===== src/rtl/uart_pkg.sv =====
// Shared UART definitions: FSM state encoding and line-level bit constants.
// Used by both the transmitter and the receiver.
package uart_pkg;

  typedef enum logic [2:0] {
    IDLE   = 3'd0,
    START  = 3'd1,
    DATA   = 3'd2,
    PARITY = 3'd3,
    STOP   = 3'd4
  } uart_state_e;

  localparam logic START_BIT = 1'b0;
  localparam logic STOP_BIT  = 1'b1;

endpackage


===== src/rtl/uart_tx_parity_calc.sv =====
// Registered parity generator for the UART transmitter.
// It is loaded when a byte is accepted and holds its value for the whole frame.
module uart_tx_parity_calc #(
  parameter int OUT_data = 8
) (
  input  logic                i_clk,
  input  logic                i_rst,
  input  logic                i_load,
  input  logic [OUT_data-1:0] i_data,
  input  logic                i_odd,
  output logic                o_parity
);

  logic r_parity;

  always_ff @(posedge i_clk) begin
    if (i_rst) begin
      r_parity <= 1'b0;
    end else if (i_load) begin
      r_parity <= (^i_data) ^ i_odd;
    end
  end

  assign o_parity = r_parity;

endmodule


===== src/rtl/uart_tx.sv =====
// UART transmitter: start bit, LSB-first data, optional parity, then stop.
// Define UART_TX_STOP2_EN to send two stop bits instead of one.
//
// state  | meaning
// IDLE   | line high, waiting for Data_Valid
// START  | start bit (low) for one bit time
// DATA   | data bit r_bit_cnt, one bit time each
// PARITY | parity bit for one bit time
// STOP   | stop bit(s), high
module uart_tx
  import uart_pkg::*;
#(
  parameter int OUT_data   = 8,
  parameter int prescale_w = 6
) (
  input  logic                  CLK,
  input  logic                  RST,
  input  logic [OUT_data-1:0]   P_DATA,
  input  logic                  Data_Valid,
  input  logic                  PAR_EN,
  input  logic                  PAR_TYP,
  input  logic [prescale_w-1:0] Prescale,
  output logic                  TX_OUT,
  output logic                  Busy
);

  localparam int BIT_W = (OUT_data > 1) ? $clog2(OUT_data) : 1;
`ifdef UART_TX_STOP2_EN
  localparam int STOP_BITS = 2;
`else
  localparam int STOP_BITS = 1;
`endif
  localparam logic [BIT_W-1:0] LAST_DATA = BIT_W'(OUT_data - 1);
  localparam logic [BIT_W-1:0] LAST_STOP = BIT_W'(STOP_BITS - 1);

  uart_state_e           r_state;
  logic [OUT_data-1:0]   r_data;
  logic                  r_par_en;
  logic [prescale_w-1:0] r_prescale;
  logic [prescale_w-1:0] r_presc_cnt;
  logic [BIT_W-1:0]      r_bit_cnt;
  logic                  r_tx;
  logic                  r_busy;

  logic                  w_parity;
  logic                  w_load;
  logic [prescale_w-1:0] w_presc_last;
  logic                  w_bit_end;
  logic [BIT_W-1:0]      w_bit_next;

  assign w_load       = (r_state == IDLE) && Data_Valid;
  // A prescale of 0 behaves like 1: every cycle closes a bit.
  assign w_presc_last = (r_prescale == '0) ? '0 : r_prescale - 1'b1;
  assign w_bit_end    = (r_presc_cnt == w_presc_last);
  assign w_bit_next   = r_bit_cnt + 1'b1;

  uart_tx_parity_calc #(.OUT_data(OUT_data)) u_parity (
    .i_clk    (CLK),
    .i_rst    (RST),
    .i_load   (w_load),
    .i_data   (P_DATA),
    .i_odd    (PAR_TYP),
    .o_parity (w_parity)
  );

  // Line and busy are computed alongside the next state so both stay registered.
  always_ff @(posedge CLK) begin
    if (RST) begin
      r_state     <= IDLE;
      r_data      <= '0;
      r_par_en    <= 1'b0;
      r_prescale  <= '0;
      r_presc_cnt <= '0;
      r_bit_cnt   <= '0;
      r_tx        <= STOP_BIT;
      r_busy      <= 1'b0;
    end else begin
      case (r_state)
        IDLE: begin
          r_tx        <= STOP_BIT;
          r_busy      <= 1'b0;
          r_presc_cnt <= '0;
          r_bit_cnt   <= '0;
          if (Data_Valid) begin
            r_data     <= P_DATA;
            r_par_en   <= PAR_EN;
            r_prescale <= Prescale;
            r_tx       <= START_BIT;
            r_busy     <= 1'b1;
            r_state    <= START;
          end
        end
        START: begin
          if (w_bit_end) begin
            r_presc_cnt <= '0;
            r_bit_cnt   <= '0;
            r_tx        <= r_data[0];
            r_state     <= DATA;
          end else begin
            r_presc_cnt <= r_presc_cnt + 1'b1;
          end
        end
        DATA: begin
          if (w_bit_end) begin
            r_presc_cnt <= '0;
            if (r_bit_cnt == LAST_DATA) begin
              r_bit_cnt <= '0;
              if (r_par_en) begin
                r_tx    <= w_parity;
                r_state <= PARITY;
              end else begin
                r_tx    <= STOP_BIT;
                r_state <= STOP;
              end
            end else begin
              r_bit_cnt <= w_bit_next;
              r_tx      <= r_data[w_bit_next];
            end
          end else begin
            r_presc_cnt <= r_presc_cnt + 1'b1;
          end
        end
        PARITY: begin
          if (w_bit_end) begin
            r_presc_cnt <= '0;
            r_bit_cnt   <= '0;
            r_tx        <= STOP_BIT;
            r_state     <= STOP;
          end else begin
            r_presc_cnt <= r_presc_cnt + 1'b1;
          end
        end
        STOP: begin
          if (w_bit_end) begin
            r_presc_cnt <= '0;
            if (r_bit_cnt == LAST_STOP) begin
              r_bit_cnt <= '0;
              r_tx      <= STOP_BIT;
              r_busy    <= 1'b0;
              r_state   <= IDLE;
            end else begin
              r_bit_cnt <= w_bit_next;
            end
          end else begin
            r_presc_cnt <= r_presc_cnt + 1'b1;
          end
        end
        default: begin
          r_state     <= IDLE;
          r_presc_cnt <= '0;
          r_bit_cnt   <= '0;
          r_tx        <= STOP_BIT;
          r_busy      <= 1'b0;
        end
      endcase
    end
  end

  assign TX_OUT = r_tx;
  assign Busy   = r_busy;

endmodule


===== config.mk =====
export PLATFORM = sky130hd
export DESIGN_NAME = uart_tx
export DESIGN_NICKNAME = d
export VERILOG_FILES = /design/src/rtl/uart_pkg.sv /design/src/rtl/uart_tx_parity_calc.sv /design/src/rtl/uart_tx.sv
export SDC_FILE = /design/constraint.sdc
export NUM_CORES = 1
export LEC_CHECK = 0
export CORE_MARGIN = 2
export CORE_UTILIZATION = 45
export DETAILED_ROUTE_END_ITERATION = 12
export PLACE_DENSITY = 0.77
export SETUP_SLACK_MARGIN = 0.02
export SLEW_MARGIN = 0
export SYNTH_ARGS = -nofsm -noshare
export SYNTH_HDL_FRONTEND = slang
export SYNTH_SLANG_ARGS = --single-unit

===== constraint.sdc =====
create_clock -name CLK -period 4.3 [get_ports CLK]
set_input_delay 0.43 -clock CLK [delete_from_list [all_inputs] [get_ports CLK]]
set_output_delay 0.43 -clock CLK [all_outputs]
set_load 0.01 [all_outputs]

==> impl_metrics.py <==
metrics = {
    "routing": {
        "initialDrtViolationCount": 59,
        "wl_mm": 3.626,
        "firstDrtPassIters": 4,
        "drc": 0,
        "via_count": 1478,
        "via_per_inst": 5.515,
        "wire_per_inst_um": 13.53,
        "detail-route-antenna-nets": 0,
    },
    "global_route": {
        "grt_overflow_total": 0,
        "grt_usage_pct": 19.87,
        "grt_max_degree": 37,
        "grt_pass1_wl_mm": 6.506,
        "grt_pass1_vias": 1426,
        "antenna_found_initial": 0,
    },
    "floorplanning": {
        "dieArea_sq_um": 4408,
        "ioPinCount": 21,
        "initial_utilization_pct": 47.49,
        "dieWidth_um": 66.39,
        "row_count": 22,
        "coreArea_sq_um": 3689,
        "die_h_um": 66.39,
    },
    "sta": {
        "fin_crit_ns": 2.454,
        "worst_pin_slew_ns": 0.6479,
        "timing.final.crit_share_pct": 57.06,
        "slew_headroom_pct": 56.68,
        "setup_tns_ns": 0,
        "slew_viol_final": 0,
        "setup_viol": 0,
        "rsz0062_at_grt": "no",
        "hold_viol": 0,
        "max_freq_mhz": 407.6,
        "finClkSkew_ns": 0.003142,
    },
    "critical_path": {
        "worstPathRequired_ns": 4.48,
        "cp-end-kind": "register",
        "rr_startpoint": "r_prescale[0]",
        "critPathKind": "reg -> reg",
        "cp-startpoint": "r_prescale[0]",
        "path_max_fanout": 5,
        "critPathArrivalTime_ns": 2.64,
        "cp-start-kind": "register",
    },
    "synth": {
        "syn-cell-area_sq_um": 1752,
        "synth_top_area_share_pct": 34.29,
        "synth_edf_count": 0,
        "yosys_warnings": 0,
        "ys_ff_latch": 30,
        "synth.largest_area_cell": "dfxtp_1",
        "synthTopCellsByCount": "nand2_1, dfxtp_1, a21oi_1",
        "synthesis.nets": 223,
        "ys_seq_area_share_pct": 34.29,
        "synthCells": 199,
        "yosysUniqueCellTypes": 50,
        "synth-main-ff-cell": "dfxtp_1",
        "synth_async_sr_flop_share_pct": 0,
        "syn_area_per_cell_sq_um": 8.802,
        "synthTopCellsByArea": "dfxtp_1, nand2_1, xnor2_1",
        "yosysMostFrequentCell": "nand2_1",
    },
    "clock_tree": {
        "cts-resized-gates": 0,
        "cts_setup_buffers": 0,
        "cts_num_sinks": 30,
        "cts_hold_buffers": 0,
        "path_clk_slew_ns": 0.07,
        "insertion_delay_ns": 0.29,
        "cts_buffer_depth": 2,
        "cts-buffers-inserted": 5,
        "cts_tree": "done",
        "clock-root-buffer": "clkbuf_8",
        "htreeDepth": 2,
    },
    "cells_and_area": {
        "n_fill_cell": 332,
        "postLayoutCoreUtil_pct": 56.68,
        "drive_above_1_share_pct": 11.36,
        "regArea_sq_um": 600.6,
        "n_antenna_cell": 0,
        "fin_nets": 243,
        "multi_input_area_sq_um": 1080,
        "syn_to_final_growth_pct": 19.36,
    },
    "run": {
        "cap_violations": 0,
    },
    "power": {
        "power_density_nw_per_um2": 407.4,
        "peakVddDrop_mv": 0.2069,
        "p_leak_nw": 0.7660,
    },
    "placement": {
        "gp_congestion": 0.8108,
        "io_buffers": 20,
        "dp_hpwl_mm": 2.585,
    },
    "run_status": {
        "outcome": "completed",
    },
    "worst_hold_path": {
        "hold_class": "reg -> reg",
        "min_from": "r_data[1]",
    },
}
[report_power, final]
part	internal [mW]	total [mW]	switching, mW	leakage [nW]
logic	0.113	0.238	0.125	0.463
clock network	0.170	0.283	0.113	0.0579
registers	0.302	0.331	0.0289	0.245
total	0.586	0.852	0.266	0.766
[per-layer routing]
| layer | wire, um | share of wire (%) | vias to the layer above | track usage, % |
|---|---|---|---|---|
| met5 | 0 | 0 | - | 0 |
| met4 | 73 | 2.0 | 0 | 8.929 |
| met3 | 120 | 3.3 | 6 | 5.281 |
| met2 | 1810 | 50 | 28 | 31.87 |
| met1 | 1621 | 45 | 689 | 24.82 |
| li1 | - | - | 755 | - |
[path summary, 6_finish.rpt]
kind	depth (start not counted)	slack, ns	end
max	8	1.85	r_bit_cnt[0]
min	2	0.46	r_data[1]
max reg2reg	8	1.85	r_bit_cnt[0]
min reg2reg	2	0.46	r_data[1]
[kinds of logic (layout without fill, tap and decap cells)]
family,count (synthesis),after routing,share of synthesized area [%]
mux,10,10,7.286
compound gates,41,41,16.79
xor+xnor,19,19,9.500
flops,30,30,34.29
simple gates,78,78,24.14
buf+inv,16,37,4.428
fa+ha+maj,5,5,3.571
[final cells by class]
class / instances / share of cell area, %
Clock inverter: 3 / 1.915
Sequential cell: 30 / 28.73
Multi-Input combinational cell: 153 / 51.65
Clock buffer: 5 / 3.291
Timing Repair Buffer: 22 / 10.29
Tap cell: 48 / 2.873
Inverter: 7 / 1.257
[flip-flops by register name, summed over array words and instances (netlist names)]
| name | cells |
|---|---|
| r_state | 3 |
| u_parity.o_parity | 1 |
| TX_OUT | 1 |
| r_prescale | 6 |
| r_data | 8 |
| Busy | 1 |
| r_presc_cnt | 6 |
| r_par_en | 1 |
| r_bit_cnt | 3 |
[layout by cell type (no fill, tap or decap), drive strengths merged, types with 2 or more instances in the layout]
cell type	synthesis	final
and3	3	3
nor4	2	2
xnor2	12	12
buf	5	2
o311ai	2	2
o2111ai	2	2
nand2	34	34
nor3b	5	5
clkbuf	4	5
nor2	5	5
nor2b	2	2
or3b	2	2
or4	2	2
nand2b	4	4
clkdlybuf4s50	0	20
a22oi	2	2
o41ai	2	2
nand3	2	2
mux2i	6	6
o21ai	3	3
a21oi	18	18
inv	7	7
o31ai	3	3
o211ai	2	2
mux4	2	2
xor2	7	7
mux2	2	2
dfxtp	30	30
nor3	10	10
clkinv	0	2
or3	2	2
nor4b	3	3
ha	5	5
[worst max-delay path, stage by stage (launching register included)]
cell	delay, ns
dfxtp_1	0.35
inv_1	0.08
ha_1	0.20
or3b_1	0.42
o311ai_0	0.35
o211ai_1	0.15
o211a_2	0.19
a21oi_4	0.24
mux2_2	0.36
[metrics by stage]
stage          setup WS [ns]  power, mW  std cells  hold WS (ns)  cell area (sq um)
6_report               1.846     0.8517        268        0.4556               2091
5_1_grt                1.643     0.8984        268        0.4960               2091
4_1_cts                1.841     0.8585        268        0.4575               2091
3_5_place_dp           1.860     0.5768        260        0.4487               1982
3_3_place_gp           1.932     0.5719        260        0.4435               1982
2_1_floorplan          2.055     0.5108        199        0.4320               1752
Note: power is estimated with default switching activity, not from simulation.
